## src/rtl/fifo_rd_pkg.sv

```systemverilog
// Shared types and helpers for the FIFO read-side packer.
package fifo_rd_pkg;

  // Packer control states.
  typedef enum logic [1:0] {
    FILL  = 2'd0,
    DRAIN = 2'd1,
    OUT   = 2'd2
  } rd_state_e;

  localparam int unsigned DEF_DATA_WIDTH = 8;
  localparam int unsigned DEF_PACK       = 4;
  localparam int unsigned MAX_PACK       = 16;

  // Lane-keep mask with the lowest n bits set; callers cast down to PACK bits.
  function automatic logic [MAX_PACK-1:0] keep_mask(input int unsigned n);
    logic [MAX_PACK-1:0] m;
    m = '0;
    for (int unsigned i = 0; i < MAX_PACK; i++) begin
      if (i < n) m[i] = 1'b1;
    end
    return m;
  endfunction

endpackage

```

## src/rtl/fifo_rd_packer_accum.sv

```systemverilog
// Lane register array: one DATA_WIDTH lane per packed entry, written by index,
// cleared as a whole when the packed word is accepted downstream.
module pack_lane_accum
  import fifo_rd_pkg::*;
#(
  parameter int unsigned DATA_WIDTH = DEF_DATA_WIDTH,
  parameter int unsigned PACK       = DEF_PACK,
  localparam int unsigned IW        = $clog2(PACK)
) (
  input  logic                       rclk,
  input  logic                       rrst_n,
  input  logic                       clr,
  input  logic                       wr_en,
  input  logic [IW-1:0]              wr_idx,
  input  logic [DATA_WIDTH-1:0]      wr_data,
  output logic [DATA_WIDTH*PACK-1:0] lanes_flat
);

  logic [DATA_WIDTH-1:0] lanes_q [PACK];
  logic [DATA_WIDTH-1:0] lanes_d [PACK];

  // Next lane contents: clear has priority over a write.
  always_comb begin
    // NOTE: the whole array gets a default before any conditional update, so no latch is inferred.
    lanes_d = lanes_q;
    for (int i = 0; i < PACK; i++) begin
      if (clr) begin
        lanes_d[i] = '0;
      end else if (wr_en && (wr_idx == IW'(i))) begin
        lanes_d[i] = wr_data;
      end
    end
  end

  // Lane storage.
  always_ff @(posedge rclk or negedge rrst_n) begin
    if (!rrst_n) begin
      // NOTE: this array is reset (it is only PACK small registers) so a reset mid-word can never leak stale lanes.
      for (int i = 0; i < PACK; i++) lanes_q[i] <= '0;
    end else begin
      // NOTE: state is always updated with non-blocking assignments so every flop samples pre-edge values.
      lanes_q <= lanes_d;
    end
  end

  // Flatten lanes, entry k at bits [k*DATA_WIDTH +: DATA_WIDTH].
  always_comb begin
    lanes_flat = '0;
    for (int i = 0; i < PACK; i++) begin
      lanes_flat[i*DATA_WIDTH +: DATA_WIDTH] = lanes_q[i];
    end
  end

endmodule

```

## src/rtl/fifo_rd_packer.sv

```systemverilog
// Read-domain consumer of the async FIFO: pops entries and packs PACK of them
// into one wide word on a valid/ready master port. A flush pulse emits a
// partial word with a lane-keep mask so trailing data never stalls.
module fifo_rd_packer
  import fifo_rd_pkg::*;
#(
  parameter int unsigned DATA_WIDTH = DEF_DATA_WIDTH,
  parameter int unsigned PACK       = DEF_PACK
) (
  input  logic                       rclk,
  input  logic                       rrst_n,
  input  logic                       fifo_empty,
  input  logic [DATA_WIDTH-1:0]      fifo_data,
  output logic                       fifo_r_en,
  input  logic                       flush,
  output logic                       m_valid,
  input  logic                       m_ready,
  output logic [DATA_WIDTH*PACK-1:0] m_data,
  output logic [PACK-1:0]            m_keep
);

  localparam int unsigned CW = $clog2(PACK + 1);
  localparam int unsigned IW = $clog2(PACK);

  rd_state_e       state_q, state_d;
  logic [CW-1:0]   cnt_q, cnt_d;
  logic            inflight_q, inflight_d;
  logic            flush_pend_q, flush_pend_d;
  logic [PACK-1:0] keep_q, keep_d;

  logic            accept;
  logic            rd_fill;
  logic            rd_accept;
  logic            lane_clr;
  logic [CW:0]     occupancy;
  logic [DATA_WIDTH*PACK-1:0] lanes_flat;

  // FIFO read enable from registered state; reset forces it low immediately.
  always_comb begin
    occupancy = {1'b0, cnt_q} + (CW+1)'(inflight_q);
    accept    = (state_q == OUT) && m_ready;
    rd_fill   = (state_q == FILL) && !fifo_empty && !flush_pend_q &&
                (occupancy < (CW+1)'(PACK));
    rd_accept = accept && !fifo_empty && !flush_pend_q;
    fifo_r_en = rrst_n && (rd_fill || rd_accept);
  end

  // Next-state, capture counting, flush bookkeeping and keep-mask selection.
  always_comb begin
    state_d      = state_q;
    cnt_d        = cnt_q;
    keep_d       = keep_q;
    flush_pend_d = flush_pend_q;
    inflight_d   = fifo_r_en;
    lane_clr     = 1'b0;

    // Data returned from last cycle's read lands in lane cnt.
    if (inflight_q) cnt_d = cnt_q + CW'(1);

    unique case (state_q)
      FILL: begin
        if (inflight_q && (cnt_d == CW'(PACK))) begin
          // A completed word wins over any pending flush.
          state_d = OUT;
          keep_d  = '1;
        end else if (flush_pend_q) begin
          if (inflight_q) begin
            state_d = DRAIN;
          end else begin
            if (cnt_q != '0) begin
              state_d = OUT;
              keep_d  = PACK'(keep_mask(32'(cnt_q)));
            end
            // Either served now or nothing to emit: drop the request.
            flush_pend_d = 1'b0;
          end
        end
      end
      DRAIN: begin
        // Stay until the last in-flight entry has been captured.
        if (!inflight_q) begin
          state_d      = OUT;
          keep_d       = PACK'(keep_mask(32'(cnt_q)));
          flush_pend_d = 1'b0;
        end
      end
      OUT: begin
        if (accept) begin
          state_d  = FILL;
          cnt_d    = '0;
          keep_d   = '0;
          lane_clr = 1'b1;
        end
      end
      default: state_d = FILL;
    endcase

    // A flush with nothing buffered outside OUT has no effect; otherwise it is
    // remembered (in OUT it is served, i.e. dropped, after acceptance).
    if (flush && !((cnt_q == '0) && !inflight_q && (state_q != OUT))) begin
      flush_pend_d = 1'b1;
    end
  end

  // Control state registers.
  always_ff @(posedge rclk or negedge rrst_n) begin
    if (!rrst_n) begin
      state_q      <= FILL;
      cnt_q        <= '0;
      inflight_q   <= 1'b0;
      flush_pend_q <= 1'b0;
      keep_q       <= '0;
    end else begin
      state_q      <= state_d;
      cnt_q        <= cnt_d;
      inflight_q   <= inflight_d;
      flush_pend_q <= flush_pend_d;
      keep_q       <= keep_d;
    end
  end

  pack_lane_accum #(
    .DATA_WIDTH (DATA_WIDTH),
    .PACK       (PACK)
  ) u_accum (
    .rclk       (rclk),
    .rrst_n     (rrst_n),
    .clr        (lane_clr),
    .wr_en      (inflight_q),
    .wr_idx     (IW'(cnt_q)),
    .wr_data    (fifo_data),
    .lanes_flat (lanes_flat)
  );

  // Master port: data shown only while a word is offered, otherwise zero.
  always_comb begin
    m_valid = (state_q == OUT);
    m_keep  = keep_q;
    m_data  = m_valid ? lanes_flat : '0;
  end

endmodule

```

## config.mk

```make
export PLATFORM = sky130hd
export DESIGN_NAME = fifo_rd_packer
export DESIGN_NICKNAME = d
export VERILOG_FILES = /design/src/rtl/fifo_rd_pkg.sv /design/src/rtl/fifo_rd_packer_accum.sv /design/src/rtl/fifo_rd_packer.sv
export SDC_FILE = /design/constraint.sdc
export NUM_CORES = 1
export LEC_CHECK = 0
export ABC_AREA = 1
export CORE_UTILIZATION = 29
export CTS_CLUSTER_DIAMETER = 50
export DETAILED_ROUTE_END_ITERATION = 12
export PLACE_DENSITY = 0.59
export SLEW_MARGIN = 10
export SYNTH_ARGS = -nofsm -noshare
export SYNTH_HDL_FRONTEND = slang
export SYNTH_SLANG_ARGS = --single-unit
export TNS_END_PERCENT = 30
```

## constraint.sdc

```tcl
create_clock -name rclk -period 1.5 [get_ports rclk]
set_input_delay 0.3 -clock rclk [delete_from_list [all_inputs] [get_ports rclk]]
set_output_delay 0.3 -clock rclk [all_outputs]
set_load 0.005 [all_outputs]
```

==> results of run 1 <==
## stage by stage
step	hold WS, ns	utilization, %	total power [mW]
floorplan	0.00441	-	3.12
global placement	0.458	42.0	4.26
detailed placement	0.460	42.0	4.31
CTS	0.127	48.2	6.42
global route	0.141	50.0	7.34
finish	0.0964	50.0	6.88
## layer usage
metal	GRT usage (%)	routed length [µm]
met5	0	0
met4	7.36	172
met3	2.22	203
met2	29.8	3310
met1	23.0	3070
## registers in the layout, summed over array words and instances (netlist names)
| register | flops |
|---|---|
| inflight_q | 1 |
| u_accum.lanes_flat | 32 |
| flush_pend_q | 1 |
| m_keep | 4 |
| state_q | 2 |
| cnt_q | 3 |
## logic make-up after synthesis
family	Yosys count
AOI/OAI and AO/OA	45
adders and majority gates	9
buffers and inverters	56
DFF	43
and+or+nand+nor	135
## final cells by class
cell class              instances  area [µm²]
fillers                       669        3660
multi-input cells             189        1140
flip-flops and latches         43        1080
repair buffers                117        1040
inverters                      50         200
well taps                      99         124
clock buffers                   5        68.8
clock inverters                 2        13.8
## Yosys cell counts
master                     count
sky130_fd_sc_hd__nand2_4       1
sky130_fd_sc_hd__dfrtp_1      43
sky130_fd_sc_hd__buf_4         1
sky130_fd_sc_hd__clkbuf_1      3
sky130_fd_sc_hd__or2_4         1
sky130_fd_sc_hd__o21ai_0      37
sky130_fd_sc_hd__nand2_1     110
sky130_fd_sc_hd__nand3_4       1
sky130_fd_sc_hd__buf_2         2
sky130_fd_sc_hd__a21boi_4      1
sky130_fd_sc_hd__or2_1         1
sky130_fd_sc_hd__inv_1        48
sky130_fd_sc_hd__nand4_1       2
sky130_fd_sc_hd__nor2_4        1
sky130_fd_sc_hd__nand2_2       2
sky130_fd_sc_hd__ha_1          9
sky130_fd_sc_hd__a21oi_4       1
sky130_fd_sc_hd__nand3_1       7
sky130_fd_sc_hd__inv_2         2
sky130_fd_sc_hd__a21oi_1       5
sky130_fd_sc_hd__nor3b_1       1
sky130_fd_sc_hd__a31oi_1       1
sky130_fd_sc_hd__nor2_1        8
## where the power goes
group / internal [mW] / switching [mW] / total [mW]
sequential: 1.47 / 0.241 / 1.71
clock: 0.318 / 0.398 / 0.717
combinational: 2.34 / 2.12 / 4.46
## path summary, 6_finish.rpt
check	from	endpoint	slack, ns	cells past startpoint
max	state_q[0]$_DFFE_PN0P_	fifo_r_en	-0.48	9
min	rrst_n	u_accum.lanes_flat[29]$_DFFE_PN0P_	0.1	2
min reg2reg	m_keep[1]$_DFFE_PN0P_	m_keep[1]$_DFFE_PN0P_	0.48	2
max in group asynchronous	rrst_n	m_keep[1]$_DFFE_PN0P_	1.03	2
max reg2reg	state_q[1]$_DFFE_PN0P_	m_keep[1]$_DFFE_PN0P_	-0.41	12
min in group rclk	m_keep[1]$_DFFE_PN0P_	m_keep[1]$_DFFE_PN0P_	0.48	2
## repair_timing
item,CTS,global route
buffers inserted,24,14
pin swaps,14,15
endpoints found under the setup margin,46,75
gates resized for setup,148,86
cloned,3,0
hold buffers,0,0
==> reports/summary.md, run 1 <==
The tool flagged a number of max-cap violations equal to 0. After detailed routing, the number of vias per cell comes to 4.45. The post-synthesis share of cell area spent on full adders, half adders and majority gates is 5.07%, and the number of synthesis warnings is 0. At the end of routability-driven placement, the weighted congestion stood at 0.775. The portion of netlist area occupied by mux cells came out at 0%. The initial antenna violation count is 0. Summing the sequential cell areas from Yosys gives 48.4% of the chip area.

Xor and xnor fraction of the mapped netlist area: 0%. Leaving out fill and tap cells, the most frequent cells in the layout are 72 x sky130_fd_sc_hd__nand2_1, 43 x sky130_fd_sc_hd__dfrtp_1, 41 x sky130_fd_sc_hd__buf_4. The number of failing setup endpoints in the final timing report is 74, and the standard-cell row count is 31.

The number of antenna cells inserted was 0; the total count of max-transition violations in the final report was 0. Input and output buffers added on the ports amount to 50. Flip-flop and latch count after synthesis: 43. The worst setup path is captured at an output pin.

Once layout is complete, the cells apart from fillers number 505. The fraction of synthesized cell area taken by the top area cell type was 48.4%. The die is 89.5 µm wide. Summing all placed instances gives a cell area of 0.00308 mm². For the worst-skew pair, the clock arrives at the later sink with an insertion delay of 0.30 ns. The critical path contains buffers and inverters numbering 4 combined. The final layout contains 428 nets. The count of final hold-check violations was 0; the synthesis-to-layout area growth was 65.0%. Buffers inserted during clock tree synthesis total 5.

CTS built an H-tree with a depth of 2. The final reports fail on negative setup slack. From bottom edge to top edge, the die measures 89.5 µm. The run gives 310 as the synthesized net count.

The clock-pin slew reported for the worst setup and hold paths after clock tree synthesis works out to 0.08 ns. The peak per-stage delay on the critical path is 0.39 ns, and the mean area per synthesized cell is 7.72 µm². The total vias in the final route was 2,245. The count of different cell masters after synthesis is 23, and the global route total overflow is 0. The number of antenna-violating nets in the routed design was 0. The tree built by TritonCTS fans out to 43 sinks.

The upper clock frequency limit came out at 506 MHz. Once the floorplan was initialized, standard cells occupied 30.3% of the core. The run gives 0 as the number of design rule violations left after detail routing. For the total track usage, the log shows 17.7%. The dominant combinational cell family by area after synthesis was simple AND/OR/NAND/NOR gates.

Of the cells placed in the final design, the portion with a size suffix greater than 1 is 43.1%. Across the VDD grid, the largest voltage drop is 0.779 mV. Timing analysis after detailed placement gives a worst setup slack of -0.577 ns. The tools report the headroom to the max-slew limit as 64.6%.

The largest delay contributor family on the critical path is buffers and inverters. Summed over all layers, the routed wires come to 6750 µm. The power per standard cell area is 1880 mW/mm², and the number of detailed-route iterations in the first pass is 4. The post-synthesis simple-gate area fraction was 25.5%; the data arrival at the endpoint of the critical path was 1.68 ns. The number of placed instances, taps included, is 462.

The synthesized netlist devotes 11.3% of its cell area to compound gates. Kind of start point of the critical path: a flip-flop. The run finished, with violations left.

Setup repair after global routing could not meet its margin everywhere. STA puts the critical path data required time at 1.20 ns. The setup clock skew after layout was 0.00944 ns; the global-route wire length before repair was 10,400 µm.

Leaving out fill and tap cells, the most frequent cell in the layout is sky130_fd_sc_hd__nand2_1. The critical path goes through inv_2, ha_4, buf_6, buf_6, nand2_4, nor2_4, a21oi_2, nor3b_2, buf_2. The cell sitting at the root of the clock tree is a sky130_fd_sc_hd__clkbuf_8. Entering global routing, the biggest net connects 44 pins. The run gives 0.00802 mm² as the die footprint. The library cell appearing most often on the critical path is sky130_fd_sc_hd__buf_6.

The clock passes through at most 2 buffers. The run gives 0.00222 mm² as the summed instance area of the synthesized netlist. For the final routed database, the setup TNS stands at -14.83 ns. The finished cells cover 0.00367 mm². The category of the critical setup timing path was flip-flop to output pin. The half-perimeter wire length after detailed placement is 4050 µm, and the violation count after the first detailed-routing iteration is 101. The slowest stage of the critical path is the sky130_fd_sc_hd__dfrtp_1 cell.

The worst path uses 132% of the clock period. The minimum clock period after layout came out at 1.98 ns. TritonCTS built the clock tree.

The final worst-path setup slack is -0.477 ns, and the slew at the pin closest to its max-slew limit is 0.531 ns. The analysis attributes to cell leakage a power of 2.12 nW. After detailed routing, the average wire length per cell comes to 13.4 µm. The largest fanout on the critical path was 3; the count of boundary I/O pins was 51. The via count of the first global-routing pass came out at 2,110. The tightest min-delay check is of the primary input to async pin type. The largest total area in the synthesized netlist belongs to sky130_fd_sc_hd__dfrtp_1. The tools report the area of the placeable core as 0.00733 mm². In the synthesized netlist, the number of instances is 288.

After synthesis, the cell types taking the most area are sky130_fd_sc_hd__dfrtp_1 48%, sky130_fd_sc_hd__nand2_1 19%, sky130_fd_sc_hd__o21ai_0 8.3%.
(Power assumes the default switching activity.)
==> run 2, diff against run 1 <==
--- a/config.mk
+++ b/config.mk
@@ -6,10 +6,14 @@
 export NUM_CORES = 1
 export LEC_CHECK = 0
 export ABC_AREA = 1
-export CORE_UTILIZATION = 29
+export CELL_PAD_IN_SITES_DETAIL_PLACEMENT = 1
+export CELL_PAD_IN_SITES_GLOBAL_PLACEMENT = 2
+export CORE_UTILIZATION = 25
 export CTS_CLUSTER_DIAMETER = 50
 export DETAILED_ROUTE_END_ITERATION = 12
-export PLACE_DENSITY = 0.59
+export PLACE_DENSITY = 0.8
+export REMOVE_ABC_BUFFERS = 1
+export SETUP_SLACK_MARGIN = 0.2
 export SLEW_MARGIN = 10
 export SYNTH_ARGS = -nofsm -noshare
 export SYNTH_HDL_FRONTEND = slang
==> reports/summary.md, run 2 (synthesis results as in run 1) <==
The run gives 5 (unchanged) as the number of buffers created by CTS. The number of antenna-violating nets in the routed design is 0 (unchanged), and the count of buffers inserted at the top-level ports is 50 (unchanged). Setup repair after global routing could not meet its margin everywhere. The root buffer cell chosen for the clock tree is sky130_fd_sc_hd__clkbuf_8. The via count of the first global-routing pass was 2,228 (+5.6%). The headroom to the max-slew limit came out at 62.5% (-2.1 points).

Share of cells above drive strength 1: 44.2% (+1.1 points). The logs give 2 (unchanged) for the CTS H-tree depth and 73 (-1.4%) for the number of failing setup endpoints in the final timing report. The tools report the total track usage as 16.6% (-1.1 points).

The worst IR drop on VDD is 1.10 mV (+42%), and the width of the die is 96.3 µm (+7.5%). The run finished, with violations left. The checks that failed: negative setup slack. The tools report the non-filler instance count after layout as 504 (-0.20%).

Utilization after layout: 42.6% (-7.4 points). The worst register-to-register path ends at m_keep[3]$_DFFE_PN0P_. The peak per-stage delay on the critical path is 0.43 ns (+0.04 ns), and the number of sinks on the clock net is 43 (unchanged).

The tools report the number of violations of the max-capacitance limit as 0 (unchanged). The kind of start point of the critical path is a flip-flop. Area of the placeable core: 0.00868 mm² (+18%). The tools report the die footprint as 0.00927 mm² (+16%). The number of detailed-route iterations in the first pass is 4 (unchanged), and the overall die height is 96.3 µm (+7.5%).

The logs give 0 (unchanged) for the number of antenna cells inserted and 11,400 µm (+9.0%) for the global-route wire length before repair. The setup clock skew after layout is 0.00811 ns (-0.00134 ns). The largest net degree at the start of global routing was 44 (unchanged); the number of flip-flops under the largest register name was 32 (unchanged). The clock-pin slew reported for the worst setup and hold paths after clock tree synthesis works out to 0.08 ns (about the same). For this design, the slowest cell found on the critical path is sky130_fd_sc_hd__dfrtp_1. The logs give 7420 µm (+9.9%) for the post-detailed-routing wire length and 2 (unchanged) for the number of buffers between clock root and the deepest sink. The power per standard cell area is 1930 mW/mm² (+2.6%). The violation count after the first detailed-routing iteration was 54 (-47%). Initial standard-cell utilization of the core: 25.6% (-4.7 points).

TritonCTS built the clock tree. The detailed-route vias per instance is 4.44 (-0.20%), and the latest clock arrival within the worst-skew pair is 0.29 ns (about the same). The run gives 2.12 nW (-0.24%) as the leakage component of the power.

The minimum clock period after layout is 1.92 ns (-0.0541 ns). The half-perimeter wire length after detailed placement was 4700 µm (+16%). The cell area after layout came out at 0.00370 mm² (+0.82%). The run gives 0 (unchanged) as the total count of max-transition violations in the final report. The number of design rule violations left after detail routing is 0 (unchanged). Category of the critical setup timing path: flip-flop to output pin. The startpoint identified for the worst register-to-register timing path is state_q[1]$_DFFE_PN0P_. The count of boundary I/O pins is 51 (unchanged).

Total vias in the final route: 2,236 (-0.40%). Final worst-path setup slack: -0.422 ns (+0.0541 ns). Relative to the synthesized area, the layout overhead comes to 66.3%. The slew at the pin closest to its max-slew limit works out to 0.563 ns (+0.0313 ns).

The tools report the post-placement cell count as 469 (+1.5%). The tightest min-delay check is of the primary input to async pin type. The final routed wire length divided by cell count works out to 14.7 µm (+10%). The critical path goes through ha_4, buf_6, buf_6, buf_12, buf_16, nand2_4, inv_2, buf_6. The number of nets in the layout was 417 (-2.6%).

Counting stages on the worst path, the most repeated cell is sky130_fd_sc_hd__buf_6. The total cell area at the placement stage is 0.00304 mm² (-1.1%), and the data arrival at the endpoint of the critical path is 1.62 ns (-0.06 ns). Leaving out fill and tap cells, the most frequent cells in the layout are 72 x sky130_fd_sc_hd__nand2_1, 43 x sky130_fd_sc_hd__dfrtp_1, 37 x sky130_fd_sc_hd__buf_4.

The required arrival time at the worst endpoint was 1.20 ns (about the same); the depth of the worst register-to-register path was 11 (-1). The internal reg-to-reg setup slack is -0.38 ns (+0.03 ns), and the global placement routability congestion is 0.787 (+1.6%). The count of final hold-check violations is 0 (unchanged).

Type of destination of the critical path: an output pin. The largest fanout on the critical path is 7 (+4). The standard-cell row count was 34 (+9.7%); the global route total overflow was 0 (unchanged). The upper clock frequency limit is 520 MHz (+2.8%), and the tightest hold margin is 0.172 ns (+0.0758 ns). The initial antenna violation count is 0 (unchanged). Most frequent standard cell in the layout excluding fill and tap cells: sky130_fd_sc_hd__nand2_1. Final critical-path share of the clock period: 128% (-3.6 points).
-- run 2: power by group --
part | leakage (nW) | switching, mW | internal, mW | total (mW)
Sequential | 0.587 | 0.247 | 1.47 | 1.71
Clock | 0.0654 | 0.399 | 0.666 | 1.06
Combinational | 1.47 | 2.09 | 2.25 | 4.34
-- run 2: layout make-up --
| class | instances | area (µm²) |
|---|---|---|
| sequential | 43 | 1080 |
| clock inverter | 2 | 60.1 |
| clock buffer | 6 | 72.6 |
| tap | 108 | 135 |
| inverter | 50 | 205 |
| fill | 1031 | 4980 |
| multi-input combinational | 189 | 1140 |
| timing repair buffer | 106 | 1010 |
-- run 2: metrics by stage --
| step | TNS [ns] | total power [mW] | setup slack [ns] |
|---|---|---|---|
| 2_1_floorplan | -27.07 | 3.00 | -0.847 |
| 3_3_place_gp | -13.60 | 4.17 | -0.577 |
| 3_5_place_dp | -16.57 | 4.26 | -0.595 |
| 4_1_cts | -13.45 | 6.57 | -0.437 |
| 5_1_grt | -21.58 | 7.59 | -0.495 |
| 6_report | -16.86 | 7.12 | -0.422 |
-- run 2: repair_timing --
item	CTS	global route
setup buffers	16	8
setup endpoints to repair	79	77
pin swaps	8	12
gates cloned	3	0
gates resized for setup	182	92
hold buffers	0	0
-- run 2: worst max-delay path by stage --
| stage | cells after the start | endpoint | start | slack, ns |
|---|---|---|---|---|
| CTS | 8 | m_data[23] | state_q[1]$_DFFE_PN0P_ | -0.44 |
| finish | 8 | m_data[20] | state_q[1]$_DFFE_PN0P_ | -0.42 |
| global route | 11 | m_keep[0]$_DFFE_PN0P_ | cnt_q[0]$_DFF_PN0_ | -0.50 |
| detailed placement | 6 | fifo_r_en | m_ready | -0.59 |
| floorplan | 6 | fifo_r_en | state_q[0]$_DFFE_PN0P_ | -0.85 |
| global placement | 6 | fifo_r_en | m_ready | -0.58 |
-- run 2: metal layers --
| metal | share of wire (%) | GRT usage (%) | up-vias |
|---|---|---|---|
| met1 | 41 | 20.5 | 1089 |
| met3 | 3.9 | 2.45 | 12 |
| met2 | 53 | 29.4 | 46 |
| met5 | 0 | 0 | - |
| li1 | - | - | 1089 |
| met4 | 2.2 | 5.47 | 0 |
-- run 2: critical path, delay by kind of cell, from the launching register on --
kind | cells | cell delay, ns
simple gates | 1 | 0.06
flops | 1 | 0.43
buf+inv | 6 | 0.62
fa+ha+maj | 1 | 0.22
==> run 3, diff against run 2 <==
--- a/config.mk
+++ b/config.mk
@@ -8,11 +8,11 @@
 export ABC_AREA = 1
 export CELL_PAD_IN_SITES_DETAIL_PLACEMENT = 1
 export CELL_PAD_IN_SITES_GLOBAL_PLACEMENT = 2
+export CORE_MARGIN = 2
 export CORE_UTILIZATION = 25
 export CTS_CLUSTER_DIAMETER = 50
 export DETAILED_ROUTE_END_ITERATION = 12
 export PLACE_DENSITY = 0.8
-export REMOVE_ABC_BUFFERS = 1
 export SETUP_SLACK_MARGIN = 0.2
 export SLEW_MARGIN = 10
 export SYNTH_ARGS = -nofsm -noshare
==> reports/summary.md, run 3 (synthesis results as in run 1) <==
The run gives 25.6% (unchanged) as the initial standard-cell utilization of the core. The library cells used most frequently in the layout, excluding fill and tap cells, are 63 x sky130_fd_sc_hd__nand2_1, 43 x sky130_fd_sc_hd__dfrtp_1, 35 x sky130_fd_sc_hd__buf_4. The run gives 0 (unchanged) as the hold buffer count at CTS. The post-detailed-routing wire length is 7450 µm (+0.30%). The total vias in the final route is 2,223 (-0.58%). The width of the die is 98.3 µm (+2.1%), and the number of violations of the max-capacitance limit is 0 (unchanged). The largest net degree at the start of global routing was 44 (unchanged); the synthesis-to-layout area growth was 67.3%. The via count of the first global-routing pass is 2,338 (+4.9%).

For the cell area after layout, the log shows 0.00372 mm² (+0.58%). The die footprint is 0.00966 mm² (+4.2%). The logs give 5 (unchanged) for the number of buffers created by CTS and 0 (unchanged) for the count of final hold-check violations.

The overall die height is 98.3 µm (+2.1%), and the final total power is 7.21 mW (+1.3%). The depth of the worst register-to-register path was 12 (+1); the global placement routability congestion was 0.797 (+1.2%). The clock-pin slew reported for the worst setup and hold paths after clock tree synthesis came out at 0.09 ns (about the same).

Number of antenna-violating nets in the routed design: 0 (unchanged). The number of nets in the layout is 414 (-0.72%), and the upper clock frequency limit is 521 MHz (about the same). Worst reg2reg path startpoint: state_q[0]$_DFFE_PN0P_. Setup repair after global routing could not meet its margin everywhere. Final worst-path setup slack: -0.420 ns (+0.00191 ns). TritonCTS built the clock tree. The peak per-stage delay on the critical path came out at 0.39 ns (-0.04 ns).

The end of the worst register-to-register path is m_keep[1]$_DFFE_PN0P_. The category of the critical setup timing path was flip-flop to output pin. The logs give 0 (unchanged) for the number of design rule violations left after detail routing and 2 (unchanged) for the CTS H-tree depth. Global route total overflow: 0 (unchanged). The final reports fail on negative setup slack. Required arrival time at the worst endpoint: 1.20 ns (about the same). Number of buffers between clock root and the deepest sink: 2 (unchanged). The number of detailed-route iterations in the first pass was 4 (unchanged); the utilization after layout was 42.8% (+0.25 points).

Among all stages on the critical path, the largest delay is contributed by sky130_fd_sc_hd__dfrtp_1. The number of failing setup endpoints in the final timing report came out at 41 (-44%). The logs give 0 (unchanged) for the number of antenna cells inserted and 2.17 nW (+2.7%) for the leakage component of the power. The worst IR drop on VDD was 0.817 mV (-26%). The class of the worst hold path was primary input to async pin. The logs give 11,600 µm (+1.8%) for the global-route wire length before repair and 1.62 ns (about the same) for the data arrival at the endpoint of the critical path. The slew at the pin closest to its max-slew limit came out at 0.562 ns (-0.00123 ns).

Share of cells above drive strength 1: 50.6% (+6.4 points). The most frequent standard cell in the layout excluding fill and tap cells was sky130_fd_sc_hd__nand2_1. The run gives 34 (unchanged) as the standard-cell row count. The tools report the root buffer cell as sky130_fd_sc_hd__clkbuf_8. The logs give 51 (unchanged) for the count of boundary I/O pins and 0 (unchanged) for the total count of max-transition violations in the final report. The tools report the area of the placeable core as 0.00868 mm² (unchanged). The count of filler cells inserted in the layout came out at 1,021 (-0.97%).

The final critical-path share of the clock period works out to 128% (about the same). The total track usage was 14.9% (-1.7 points); the headroom to the max-slew limit was 62.6% (+0.082 points). The setup clock skew after layout was 0.00790 ns (-0.000209 ns). The worst setup path is launched from a flip-flop. For the violation count after the first detailed-routing iteration, the log shows 53 (-1.9%). The final routed wire length divided by cell count is 14.9 µm (+0.90%).

The minimum clock period after layout was 1.92 ns (-0.00191 ns). The type of destination of the critical path is an output pin. Traced cell by cell, the critical path runs through inv_2, ha_4, buf_8, buf_6, buf_12, buf_6, nand2_2, inv_1, buf_2. The initial antenna violation count is 0 (unchanged), and the detailed-route vias per instance is 4.44 (about the same). Library cell appearing most often on the critical path: sky130_fd_sc_hd__buf_6.

The run gives -0.36 ns (+0.02 ns) as the internal reg-to-reg setup slack. The run finished, with violations left. The count of buffers inserted at the top-level ports is 50 (unchanged), and the number of sinks on the clock net is 43 (unchanged). The number of flip-flops under the largest register name is 32 (unchanged), and the power per standard cell area is 1940 mW/mm² (+0.71%).

The largest fanout on the critical path is 6 (-1). The total cell area at the placement stage came out at 0.00308 mm² (+1.2%). The half-perimeter wire length after detailed placement came out at 4910 µm (+4.4%). For the latest clock arrival within the worst-skew pair, the log shows 0.30 ns (about the same).
run 3: cell count changes in the layout (fill, tap and decap cells not counted), moves of 4 or more:
cell                      previous run  this run
sky130_fd_sc_hd__inv_1              24        13
sky130_fd_sc_hd__buf_2              10        18
sky130_fd_sc_hd__nand2_1            72        63
sky130_fd_sc_hd__o21ai_0            23        31
sky130_fd_sc_hd__inv_2              22        32
sky130_fd_sc_hd__inv_4               1         5
sky130_fd_sc_hd__buf_6              27        17
sky130_fd_sc_hd__o21ai_1            14         6
sky130_fd_sc_hd__nand2_4            16        22
run 3: how the worst max path moves through the flow:
stage                           startpoint               endpoint  cells past startpoint
finish              state_q[0]$_DFFE_PN0P_             m_data[14]                      9
global route        state_q[0]$_DFFE_PN0P_              fifo_r_en                      8
detailed placement                 m_ready              fifo_r_en                      6
floorplan               cnt_q[0]$_DFF_PN0_  m_keep[2]$_DFFE_PN0P_                     10
global placement                   m_ready              fifo_r_en                      6
CTS                 state_q[1]$_DFFE_PN0P_              m_data[1]                      8
run 3: what timing repair did:
item | CTS | global route
pin swaps | 16 | 13
setup endpoints to repair | 78 | 77
cloned | 3 | 0
gates resized for setup | 194 | 91
buffers inserted | 10 | 12
run 3: final cells by class:
type	count	area, µm²	share of cell area [%]
Multi-Input combinational cell	189	1240	33.3
Sequential cell	43	1080	28.9
Timing Repair Buffer	103	937	25.2
Inverter	50	200	5.39
Tap cell	108	135	3.64
Clock buffer	6	72.6	1.95
Clock inverter	2	60.1	1.62
run 3: stage by stage:
| step | hold WS, ns | std cells | setup TNS [ns] | setup WS, ns |
|---|---|---|---|---|
| floorplan | 0.00441 | 288 | -0.637 | -0.111 |
| detailed placement | 0.468 | 468 | -18.79 | -0.629 |
| CTS | 0.178 | 489 | -14.16 | -0.415 |
| global placement | 0.466 | 468 | -16.89 | -0.623 |
| finish | 0.163 | 501 | -13.09 | -0.420 |
| global route | 0.212 | 501 | -16.48 | -0.512 |
run 3: routing by layer:
layer | routed length [µm] | global-route usage (%) | vias up | part of all wire, %
li1 | - | - | 1088 | -
met1 | 3120 | 18.5 | 1080 | 42
met2 | 3940 | 27.3 | 46 | 53
met3 | 288 | 2.15 | 9 | 3.9
met4 | 102 | 3.27 | 0 | 1.4
met5 | 0 | 0 | - | 0
run 3: worst max-delay path, delay by kind of cell (launching register included):
| kind | cells | cell delay [ns] |
|---|---|---|
| buffers and inverters | 7 | 0.70 |
| flip-flops | 1 | 0.39 |
| adder cells (fa/ha/maj) | 1 | 0.17 |
| AND/OR/NAND/NOR | 1 | 0.05 |
run 3: power by group:
group / internal, mW / leakage [nW] / switching, mW
Combinational: 2.22 / 1.52 / 2.16
Clock: 0.666 / 0.0654 / 0.413
Sequential: 1.47 / 0.587 / 0.288
Total: 4.35 / 2.17 / 2.86
